**src/rtl/output_arbiter.sv**
```systemverilog
// Round-robin share of the display datapath between the OUT-instruction and system-message paths.
// Latency: an accepted value appears on out_* one cycle after its valid/ready handshake.
// Backpressure: ready is withheld while a value is still inside its minimum hold time, during clear, and until the first clock after reset.
module output_arbiter #(
    parameter int DATA_W      = 32,
    parameter int ADDR_W      = 7,
    parameter int HOLD_CYCLES = 4,
    parameter int CNT_W       = 26,
    parameter bit STICKY      = 1'b1
) (
    input  logic              clk,
    input  logic              reset,
    input  logic              clear,
    input  logic              req0_valid,
    input  logic [DATA_W-1:0] req0_data,
    input  logic [ADDR_W-1:0] req0_addr,
    output logic              req0_ready,
    input  logic              req1_valid,
    input  logic [DATA_W-1:0] req1_data,
    input  logic [ADDR_W-1:0] req1_addr,
    output logic              req1_ready,
    output logic [DATA_W-1:0] out_data,
    output logic [ADDR_W-1:0] out_addr,
    output logic              out_write,
    output logic              grant_id,
    output logic              busy,
    output logic [15:0]       shown_count
);

    typedef enum logic {
        IDLE = 1'b0,
        HOLD = 1'b1
    } state_t;

    localparam logic [CNT_W-1:0] HOLD_RELOAD = CNT_W'(HOLD_CYCLES - 1);

    state_t            state, state_nxt;
    logic [CNT_W-1:0]  cnt, cnt_nxt;
    logic              rr_ptr, rr_ptr_nxt;
    logic              shown, shown_nxt;
    logic              armed;
    logic [DATA_W-1:0] data_nxt;
    logic [ADDR_W-1:0] addr_nxt;
    logic              write_nxt;
    logic              grant_nxt;
    logic [15:0]       count_nxt;
    logic              window;
    logic              sel;
    logic              xfer;

    // armed keeps ready low while reset is held without using reset as a data signal
    assign window     = armed && !clear && (state == IDLE || cnt == '0);
    assign sel        = (req0_valid && req1_valid) ? rr_ptr : req1_valid;
    assign req0_ready = window && req0_valid && !sel;
    assign req1_ready = window && req1_valid && sel;
    assign xfer       = req0_ready || req1_ready;
    assign busy       = (state == HOLD);

    always_comb begin
        state_nxt  = state;
        cnt_nxt    = cnt;
        rr_ptr_nxt = rr_ptr;
        shown_nxt  = shown;
        data_nxt   = out_data;
        addr_nxt   = out_addr;
        write_nxt  = out_write;
        grant_nxt  = grant_id;
        count_nxt  = shown_count;
        if (clear) begin
            state_nxt = IDLE;
            write_nxt = 1'b0;
            shown_nxt = 1'b0;
            cnt_nxt   = '0;
        end else if (xfer) begin
            data_nxt   = sel ? req1_data : req0_data;
            addr_nxt   = sel ? req1_addr : req0_addr;
            write_nxt  = 1'b1;
            grant_nxt  = sel;
            rr_ptr_nxt = ~sel;
            cnt_nxt    = HOLD_RELOAD;
            state_nxt  = HOLD;
            shown_nxt  = 1'b1;
            count_nxt  = shown_count + 16'd1;
        end else if (state == HOLD) begin
            if (cnt != '0) begin
                cnt_nxt = cnt - CNT_W'(1);
            end else begin
                state_nxt = IDLE;
                write_nxt = STICKY & shown;
            end
        end else begin
            write_nxt = STICKY & shown;
        end
    end

    always_ff @(posedge clk or negedge reset) begin
        if (!reset) begin
            state       <= IDLE;
            cnt         <= '0;
            rr_ptr      <= 1'b0;
            shown       <= 1'b0;
            armed       <= 1'b0;
            out_data    <= '0;
            out_addr    <= '0;
            out_write   <= 1'b0;
            grant_id    <= 1'b0;
            shown_count <= '0;
        end else begin
            state       <= state_nxt;
            cnt         <= cnt_nxt;
            rr_ptr      <= rr_ptr_nxt;
            shown       <= shown_nxt;
            armed       <= 1'b1;
            out_data    <= data_nxt;
            out_addr    <= addr_nxt;
            out_write   <= write_nxt;
            grant_id    <= grant_nxt;
            shown_count <= count_nxt;
        end
    end

endmodule

```
**config.mk**
```make
export PLATFORM = sky130hd
export DESIGN_NAME = output_arbiter
export DESIGN_NICKNAME = d
export VERILOG_FILES = /design/src/rtl/output_arbiter.sv
export SDC_FILE = /design/constraint.sdc
export NUM_CORES = 1
export LEC_CHECK = 0
export ABC_AREA = 1
export BUFFER_PORTS_ARGS = -buffer_cell sky130_fd_sc_hd__buf_4
export CAP_MARGIN = 20
export CORE_AREA = 8 8 102 104
export CTS_CLUSTER_DIAMETER = 40
export CTS_CLUSTER_SIZE = 8
export DETAILED_ROUTE_END_ITERATION = 10
export DIE_AREA = 0 0 110 112
export PLACE_DENSITY_LB_ADDON = 0.15
export SYNTH_ARGS = -nofsm -noshare
export SYNTH_HDL_FRONTEND = slang
export SYNTH_SLANG_ARGS = --single-unit
```
**constraint.sdc**
```tcl
create_clock -name clk -period 2.25 [get_ports clk]
set_input_delay 0.225 -clock clk [delete_from_list [all_inputs] [get_ports clk]]
set_output_delay 0.225 -clock clk [all_outputs]
set_load 0.01 [all_outputs]
```
* Yosys cells after proc, flatten, opt, wreduce, memory -nomap -nowiden
Index checks and enable logic that the tools add are counted.
** Word-level totals
- Logic and storage cells :: 51
- Memories :: 0
- Bits in registers :: 87
- Memory bits (read-only) :: 0
- Bits in latches :: 0
- Memory bits (writable) :: 0
- Input bits :: 83
- Output and inout bits :: 60
** Cells by class
- Eq/ne operators :: 1
- Order comparisons :: 0
- Multipliers :: 0
- Mux-type cells :: 17
- Div/mod/pow operators :: 0
- $add $sub $neg :: 2
- Reductions and logical operators :: 18
- Shift-type cells :: 0
- Bitwise gates (word level) :: 3
** Operator list (count)
- two-way mux 26 bit :: 4
- two-way mux 32 bit :: 1
- zero test 26 bit :: 1
- nonzero test 26 bit :: 1
- subtractor 26 x 1 -> 26 bit, second input constant :: 1
- adder 16 x 1 -> 16 bit, second input constant :: 1
- two-way mux 1 bit :: 11
- logical AND 1 bit :: 7
- two-way mux 7 bit :: 1
- nonzero test 3 bit :: 2
- inequality test 4 bit, second input constant :: 1
- AND reduction 2 bit :: 2
- inverter 1 bit :: 3
- zero test 1 bit :: 2
- logical OR 1 bit :: 2
- nonzero test 2 bit :: 1

* Depth between registers and ports, before layout
Gate-level depths: netlist of the first run.
- Depth after elaboration :: 8
- Depth in mapped cells :: 15
- Mapped depth without buffers :: 14

* Worst setup path after synthesis of the first run
OpenSTA, ideal clock, no wires.
- Kind :: register to output
- From :: reg cnt[0]
- To :: out req0_ready
- Arrival time :: 1.521 ns
- Path buffers :: 1
- Data required time :: 2.025 ns
- Stages on the path, launching flop included :: 12
- Path slack :: 0.504 ns
- Cells stage by stage :: dfrtp_1 inv_1 ha_1 nand2_1 nor2_1 nand2_1 nor2_1 nand2_1 nand2_2 nand4_1 inv_2 buf_4
** On the way
- Word-level cells in the longest chain between the ends :: 5
** RTL lines
- start, declared :: RTL line 38 : logic [CNT_W-1:0] cnt, cnt_nxt;
- start signal, assigned :: RTL line 110 : cnt <= cnt_nxt;
- zero test 26 bit :: RTL line 52 : assign window = armed && !clear && (state == IDLE || cnt == '0);
- logical OR 1 bit :: RTL line 52
- logical AND 1 bit :: RTL line 52
- logical AND 1 bit (2 in series) :: RTL line 54 : assign req0_ready = window && req0_valid && !sel;
- end, declared :: RTL line 17 : output logic req0_ready,
Every way passes these cells.

* Final worst setup path of the first run
- From :: reg cnt[1]
- To :: out req1_ready
** On the way
- Word-level cells in the longest chain between the ends :: 5
** RTL lines
- zero test 26 bit :: RTL line 52
- logical OR 1 bit :: RTL line 52
- logical AND 1 bit :: RTL line 52
- logical AND 1 bit (2 in series) :: RTL line 55 : assign req1_ready = window && req1_valid && sel;
- end, declared :: RTL line 21 : output logic req1_ready,
Every way passes these cells.

==> results of run 1 <==
## synth_stat cells, types with 3 or more instances
cell type / instances
nand3_1: 64
xnor2_1: 6
dfrtp_1: 87
xor2_1: 24
inv_1: 48
buf_2: 9
nor2_1: 73
o21ai_1: 3
buf_4: 6
nor3_1: 10
nor4_1: 5
o21ai_0: 13
nand4_1: 10
inv_2: 3
nand2_1: 196
buf_6: 3
## worst paths after layout
kind | end | slack (ns) | depth (start not counted)
min in group asynchronous | shown_count[12] | 0.35 | 2
worst max-delay path | req1_ready | 0.15 | 11
worst max register to register | cnt[2] | 0.17 | 14
max in group asynchronous | cnt[9] | 1.29 | 3
worst min register to register | shown | 0.49 | 2
worst min-delay path | out_data[22] | 0.07 | 3
## stage by stage
stage                     TNS (ns)  total power, mW  hold slack (ns)  cell area (um2)
after CTS                        0             8.49           0.0594             5840
final                            0             8.67           0.0688             5910
after floorplan                  0             5.54          -0.0706             4390
after global placement           0             7.05            0.202             5580
after global routing      -0.00763             9.38           0.0675             5910
after detailed placement         0             7.13            0.205             5580
## state kept, by name, summed over array words and instances, names as in the netlist
signal	cells
busy	1
out_data	32
out_addr	7
out_write	1
shown_count	16
cnt	26
shown	1
rr_ptr	1
grant_id	1
armed	1
## critical path, cell delays in order, from the launching register on
cell and delay [ns]:
dfrtp_1 0.40, inv_2 0.09, ha_4 0.13, nand2_1 0.06, nor2_2 0.14, nand2_2 0.07
nor2_1 0.10, nand2_1 0.07, nand2_2 0.09, nand3_1 0.16, inv_4 0.11, buf_4 0.12
## kinds of logic after synthesis
group / Yosys count / synth area share, %
fa+ha+maj: 2 / 0.570
xor+xnor: 30 / 5.99
other cells: 1 / 0.0855
flops: 87 / 49.6
simple gates: 360 / 33.9
compound gates: 18 / 2.48
buf+inv: 71 / 7.36
## per-layer routing
layer  routed length, um  track usage [%]  up-vias
li1                    -                -     2084
met1                5160             22.5     1974
met2                5650             32.0      149
met3                1090             8.09       17
met4                 249             7.84        0
met5                   0                0        -
## final cells by class
type	count	area [um2]
fillers	757	2980
multi-input cells	411	1900
well taps	111	139
inverters	51	194
clock inverters	7	119
flip-flops and latches	87	2180
clock buffers	9	124
repair buffers	165	1260
## report_power, final
group          internal [mW]  switching (mW)
Clock                  0.740           0.588
Sequential              2.21           0.512
Combinational           2.00            2.63
Total                   4.95            3.73
## timing repair
action | CTS | global route
pin swaps | 1 | 5
hold buffers | 1 | 0
setup endpoints to repair | 2 | 50
resized for setup | 3 | 5
buffers inserted | 1 | 7
hold endpoints to repair | 31 | 0
==> results.sh, run 1 <==
export IMPL_hold_class="in2reg"
export IMPL_cts_root_buf="clkbuf_8"
export IMPL_die_area_um2=12300
export IMPL_place_port_buffers=142
export IMPL_critPathLaunch="cnt[1]"
export IMPL_crit_type="reg2out"
export IMPL_ys_warn_count=0
export IMPL_drtPass1Iterations=6
export IMPL_gr_usage_all_layers_pct=19.8
export IMPL_min_period_over_period_pct=93.5
export IMPL_clock_tree_htree_level_count=3
export IMPL_layout_common_cells="nand2_1 (195), buf_4 (162), dfrtp_1 (87)"
export IMPL_utilization_pct=66.5
export IMPL_drive_gt1_share_pct=26.2
export IMPL_r2r_start="cnt[1]"
export IMPL_ys_flop_type="dfrtp_1"
export IMPL_routed_via_density=5.02
export IMPL_place_congestion=0.849
export IMPL_rows=35
export IMPL_max_freq_ghz=0.475
export IMPL_drcViolationCount=0
export IMPL_syn2layout_area_growth_pct=34.8
export IMPL_status="complete, no violations"
export IMPL_ant_nets=0
export IMPL_power_density_nw_per_um2=1470
export IMPL_ios=143
export IMPL_dp_hpwl_um=9260
export IMPL_worstSkewPairLatency_ns=0.36
export IMPL_syn_cell_area_um2=4390
export IMPL_cts_buffer_depth=2
export IMPL_vias=4224
export IMPL_cts_buffers=9
export IMPL_arrival_ns=1.88
export IMPL_cp_start_kind="flop"
export IMPL_dp_cells=816
export IMPL_antenna_found_initial=0
export IMPL_vdd_ir_drop_max_mv=0.627
export IMPL_totalWireLength_um=12200
export IMPL_fin_nets=810
export IMPL_netlist_instances=569
export IMPL_finalWorstSetupSlack_ns=0.146
export IMPL_wl_per_cell_um=14.5
export IMPL_grt_pass1_vias=4387
export IMPL_start_util_pct=49.3
export IMPL_core_area_um2=8890
export IMPL_grt_pass1_wl_um=19600
export IMPL_drt_initial_drc_count=155
export IMPL_layout_commonest_cell="nand2_1"
export IMPL_required_ns=2.03
export IMPL_syn_nets=654
export IMPL_synth_area_leader_cell="dfrtp_1"
export IMPL_clkTransAtPathRegs_ns=0.09
export IMPL_setup_viol=0
export IMPL_diodes=0
export IMPL_syn_area_per_cell_um2=7.71
export IMPL_cp_max_fo=4
export IMPL_die_w_um=110
export IMPL_synth_distinct_cells=23
export IMPL_holdCritStartpoint="req0_data[22]"
export IMPL_min_period_ns=2.10
export IMPL_clock_skew_final_ns=0.00962
export IMPL_grt_max_degree=39
export IMPL_synth_edf_count=0
export IMPL_ys_top_cells_by_area="dfrtp_1 (50%), nand2_1 (17%), nand3_1 (7.3%)"
export IMPL_ys_seq_area_share_pct=49.6
export IMPL_gr_total_overflow=0
export IMPL_yosys_area_top_type_share_pct=49.6
export IMPL_hold_viol_final=0
export IMPL_drv_cap=0
export IMPL_die_h_um=112
export IMPL_cts_sinks=87
export IMPL_cp_end_kind="output port"
export IMPL_ys_seq_elements=87
export IMPL_stdcell_count=841
export IMPL_cts_tree="built"
export IMPL_p_leak_nw=3.09
export IMPL_final_max_slew_viol_count=0
export IMPL_post_place_ws_ns=0.123
export IMPL_synthArstFlopShare_pct=100
(Power assumes the default switching activity.)
==> run 2, diff against run 1 <==
Clock period 2.25 ns to 1.98 ns, I/O delays scaled along.
==> run 2 against run 1 <==
Compared with the run above:
- the flow now finishes with violations (setup timing)
- clock power decreased by 15%
- cell area up 7.8%
- flip-flop and latch count is the same
- via count increased by 4.5%
- first-iteration DRC count fell by 17%
- largest power group unchanged
==> results.sh, run 2 (synthesis results as in run 1) <==
export IMPL_antenna_found_initial=0
export IMPL_drt_initial_drc_count=128
export IMPL_holdCritStartpoint="req0_data[0]"
export IMPL_hold_class="in2reg"
export IMPL_gr_total_overflow=0
export IMPL_drcViolationCount=0
export IMPL_regArea_um2=2180
export IMPL_cts_sinks=87
export IMPL_finalInstanceArea_um2=6380
export IMPL_diodes=0
export IMPL_post_place_ws_ns=0.0696
export IMPL_fin_nets=836
export IMPL_start_util_pct=49.3
export IMPL_place_port_buffers=142
export IMPL_vdd_ir_drop_max_mv=0.909
export IMPL_slowest_stage="dfrtp_1"
export IMPL_cts_buffer_depth=2
export IMPL_gr_usage_all_layers_pct=20.8
export IMPL_fin_setup_tns_ns=-0.166
export IMPL_required_ns=1.78
export IMPL_layout_commonest_cell="nand2_1"
export IMPL_routed_via_density=5.09
export IMPL_power_density_nw_per_um2=1670
export IMPL_min_period_ns=2.02
export IMPL_rows=35
export IMPL_cp_start_kind="flop"
export IMPL_drive_gt1_share_pct=34.8
export IMPL_core_area_um2=8890
export IMPL_ios=143
export IMPL_hold_viol_final=0
export IMPL_n_fill_cell=680
export IMPL_dpl_instance_area_um2=5670
export IMPL_grt_setup_unrepaired="yes"
export IMPL_drtPass1Iterations=4
export IMPL_largest_reg_flops=32
export IMPL_critical_path_top_delay_family="simple AND/OR/NAND/NOR gates"
export IMPL_final_max_slew_viol_count=0
export IMPL_setup_viol=18
export IMPL_die_area_um2=12300
export IMPL_max_freq_ghz=0.495
export IMPL_syn2layout_area_growth_pct=45.4
export IMPL_maxSlewHeadroom_pct=57.6
export IMPL_p_leak_nw=3.31
export IMPL_top_register="out_data"
export IMPL_min_period_over_period_pct=102
export IMPL_critPathLaunch="cnt[1]"
export IMPL_multi_input_area_um2=2090
export IMPL_place_congestion=0.853
export IMPL_status="finished, violations left"
export IMPL_cp_end_kind="output port"
export IMPL_grt_max_degree=42
export IMPL_clock_tree_htree_level_count=3
export IMPL_vias=4414
export IMPL_crit_type="reg2out"
export IMPL_worst_pin_slew_ns=0.632
export IMPL_clock_skew_final_ns=0.0115
export IMPL_die_w_um=110
export IMPL_clkTransAtPathRegs_ns=0.09
export IMPL_drv_cap=0
export IMPL_violations="setup timing"
export IMPL_cp_max_fo=3
export IMPL_cts_tree="built"
export IMPL_finalWorstSetupSlack_ns=-0.0391
export IMPL_dp_hpwl_um=9530
export IMPL_hold_ws_ns=0.0393
export IMPL_grt_pass1_vias=4450
export IMPL_wl_per_cell_um=15.5
export IMPL_cts_root_buf="clkbuf_8"
export IMPL_top_regs="out_data (32), cnt (26), shown_count (16)"
export IMPL_crit_chain="inv_2 > ha_4 > nand2_4 > nor2_4 > nand2_2 > nor2_2 > nand2_2 > nand2_4 > nand4_1 > inv_2 > buf_6"
export IMPL_worstSkewPairLatency_ns=0.35
export IMPL_layout_common_cells="nand2_1 (176), buf_4 (175), dfrtp_1 (86)"
export IMPL_cts_buffers=9
export IMPL_ant_nets=0
export IMPL_r2r_start="cnt[1]"
export IMPL_die_h_um=112
export IMPL_arrival_ns=1.82
export IMPL_critPathBufInv=3
export IMPL_totalWireLength_um=13400
export IMPL_grt_pass1_wl_um=20500
export IMPL_crit_path_max_incr_delay_ns=0.39
run 2: cell count changes in the layout (fill, tap and decap cells not counted), moves of 7 or more:
cell and delta:
nor2_1 -11, nand2_2 +16, nand3_1 -10, nand2_1 -19, buf_4 +13, nand3_2 +9
nor2_2 +7
run 2: final cells by class:
| cell class | instances | share of cell area (%) |
|---|---|---|
| Clock inverter | 5 | 0.530 |
| Timing Repair Buffer | 191 | 25.0 |
| Sequential cell | 87 | 34.2 |
| Tap cell | 111 | 2.18 |
| Clock buffer | 11 | 2.22 |
| Multi-Input combinational cell | 411 | 32.8 |
| Inverter | 51 | 3.08 |
run 2: metrics by stage:
stage	total power, mW	util (%)	cells
floorplan	6.30	-	569
global placement	8.20	63.8	825
detailed placement	8.31	63.8	825
CTS	9.78	67.4	857
global route	11.5	71.7	867
finish	10.6	71.7	867
run 2: final timing paths:
kind	to	slack, ns	depth (start not counted)
worst max-delay path	req0_ready	-0.04	11
worst min-delay path	out_data[0]	0.04	3
worst max register to register	cnt[3]	-0.02	13
worst min register to register	shown	0.48	2
max in group asynchronous	armed	1.03	3
min in group asynchronous	shown_count[9]	0.36	2
run 2: report_power, final:
group	internal (mW)	leakage [nW]	switching (mW)
Combinational	2.91	2.09	3.46
Clock	0.489	0.0853	0.639
Sequential	2.51	1.13	0.615
Total	5.91	3.31	4.71
run 2: worst min-delay path, cell delays in order:
cell and delay (ns):
buf_4 0.08, nand2_1 0.04, nand3_1 0.05
run 2: per-layer routing:
metal  vias up  routed length (um)  GRT usage, %
met4         0                 217          6.76
li1       2153                   -             -
met5         -                   0             0
met2       152                6620          34.2
met1      2091                5530          24.6
met3        18                1040          6.70
run 2: repair_timing:
action | in CTS | in global routing
setup buffers | 15 | 5
pin swaps | 6 | 24
hold buffers | 1 | 0
endpoints found under the hold margin | 39 | 0
gates cloned | 0 | 7
gates resized for setup | 7 | 70
setup endpoints to repair | 2 | 88
==> run 3, diff against run 2 <==
==> constraint.sdc (replaced) <==
create_clock -name clk -period 1.98 [get_ports clk]
set_input_delay 0.297 -clock clk [delete_from_list [all_inputs] [get_ports clk]]
set_output_delay 0.297 -clock clk [all_outputs]
set_load 0.01 [all_outputs]
==> run 3 against run 2 <==
Compared with the run above:
- the flow still finishes with violations (setup timing)
- clock-buffer cell count down 1
- clock skew shrank 0.00082 ns
- global-route usage decreased by 0.61 points
- wire length decreased by 4.9%
- sequential share of layout area increased by 0.70 points
- non-clock buffer count fell by 5
- fmax down 5.8%
- utilization decreased by 1.5 points
- hold slack better by 0.097 ns
- clock power about the same
- largest cell class unchanged
- highest routed layer unchanged
==> results.sh, run 3 (synthesis results as in run 1) <==
export IMPL_status="finished, violations left"
export IMPL_violations="setup timing"
export IMPL_hold_viol_final=0
export IMPL_ios=143
export IMPL_vdd_ir_drop_max_mv=0.790
export IMPL_cts_buffers=9
export IMPL_clock_skew_final_ns=0.0107
export IMPL_maxSlewHeadroom_pct=64.0
export IMPL_grt_setup_unrepaired="yes"
export IMPL_p_leak_nw=3.23
export IMPL_top_register="out_data"
export IMPL_fin_nets=833
export IMPL_critPathLaunch="cnt[1]"
export IMPL_worst_pin_slew_ns=0.537
export IMPL_layout_common_cells="nand2_1 (186), buf_4 (165), dfrtp_1 (87)"
export IMPL_vias=4290
export IMPL_cp_start_kind="flop"
export IMPL_top_regs="out_data (32), cnt (26), shown_count (16)"
export IMPL_cts_tree="built"
export IMPL_min_to="out_data[21]"
export IMPL_r2r_slack_ns=-0.06
export IMPL_drt_initial_drc_count=178
export IMPL_stdcell_count=864
export IMPL_core_area_um2=8890
export IMPL_crit_type="reg2out"
export IMPL_clkTransAtPathRegs_ns=0.09
export IMPL_die_area_um2=12300
export IMPL_grt_pass1_wl_um=19900
export IMPL_ff2ff_path_depth=14
export IMPL_totalWireLength_um=12700
export IMPL_routed_via_density=4.97
export IMPL_layout_commonest_cell="nand2_1"
export IMPL_min_period_over_period_pct=108
export IMPL_min_period_ns=2.14
export IMPL_drv_cap=0
export IMPL_dp_cells=824
export IMPL_place_congestion=0.876
export IMPL_wl_met2_um=6070
export IMPL_antenna_found_initial=0
export IMPL_largest_reg_flops=32
export IMPL_clock_tree_htree_level_count=3
export IMPL_ant_nets=0
export IMPL_drive_gt1_share_pct=31.3
export IMPL_hold_class="in2reg"
export IMPL_syn2layout_area_growth_pct=42.4
export IMPL_cp_end_kind="output port"
export IMPL_grt_pass1_vias=4301
export IMPL_drcViolationCount=0
export IMPL_met3_length_um=1020
export IMPL_cts_buffer_depth=2
export IMPL_met1Wirelength_um=5280
export IMPL_worstSkewPairLatency_ns=0.36
export IMPL_cp_max_fo=4
export IMPL_gr_usage_all_layers_pct=20.1
export IMPL_worstHoldPathCells=3
export IMPL_holdCritStartpoint="req0_data[21]"
export IMPL_rows=35
export IMPL_r2r_end="out_data[3]"
export IMPL_wl_per_cell_um=14.8
export IMPL_r2r_start="cnt[1]"
export IMPL_finalWorstSetupSlack_ns=-0.163
export IMPL_die_w_um=110
export IMPL_dp_hpwl_um=9240
export IMPL_die_h_um=112
export IMPL_cts_sinks=87
export IMPL_drtPass1Iterations=4
export IMPL_grt_max_degree=88
export IMPL_maxUsedRoutingLayer="met4"
export IMPL_fin_setup_tns_ns=-0.793
export IMPL_final_max_slew_viol_count=0
export IMPL_arrival_ns=1.85
export IMPL_required_ns=1.68
export IMPL_diodes=0
export IMPL_start_util_pct=49.3
export IMPL_cts_root_buf="clkbuf_8"
export IMPL_setup_viol=16
export IMPL_power_density_nw_per_um2=1600
export IMPL_gr_total_overflow=0
export IMPL_place_port_buffers=142
export IMPL_max_freq_ghz=0.467
## run 3: cell type report
type	instances	area (um2)
fillers	714	2650
multi-input cells	411	1980
clock buffers	10	138
repair buffers	186	1560
flip-flops and latches	87	2180
clock inverters	6	43.8
inverters	51	200
well taps	111	139
repair inverters	2	12.5
## run 3: per-layer routing
metal,global-route usage (%),vias up
met5,0,-
met4,8.92,0
met3,7.63,28
met2,31.6,149
met1,23.7,1979
li1,-,2134
## run 3: worst max path at each step
stage,endpoint,slack [ns],cells past startpoint
finish,req1_ready,-0.16,11
global route,req1_ready,-0.32,11
CTS,req0_ready,-0.21,11
detailed placement,out_data[19],0.006,13
global placement,req1_ready,0.11,11
floorplan,req0_ready,0.16,11
## run 3: per-stage QoR
stage          power (mW)  setup WS, ns  area [um2]  utilization [%]  hold slack (ns)
2_1_floorplan        6.30         0.162        4390                -          0.00141
3_3_place_gp         8.18         0.112        5640             63.4            0.372
3_5_place_dp         8.26       0.00568        5640             63.4            0.374
4_1_cts              9.62        -0.206        5910             66.4            0.119
5_1_grt              10.9        -0.322        6240             70.2            0.115
6_report             10.0        -0.163        6240             70.2            0.137
## run 3: report_power, final
part / internal, mW / total [mW] / switching, mW
Clock: 0.492 / 1.16 / 0.666
Sequential: 2.51 / 3.09 / 0.581
Combinational: 2.54 / 5.76 / 3.22
## run 3: timing repair
action | in CTS | in global routing
hold buffers | 1 | 0
pin swaps | 4 | 8
endpoints found under the setup margin | 10 | 84
setup buffers | 8 | 8
gates cloned | 0 | 7
resized for setup | 5 | 56
endpoints found under the hold margin | 70 | 0
## run 3: critical path: stages (launching register included)
cell     delay, ns
dfrtp_1       0.40
inv_2         0.08
ha_4          0.14
nand2_2       0.04
nor2_2        0.10
nand2_1       0.08
nor2_1        0.10
nand2_1       0.10
nand2_4       0.09
nand3_1       0.13
inv_2         0.11
buf_4         0.13
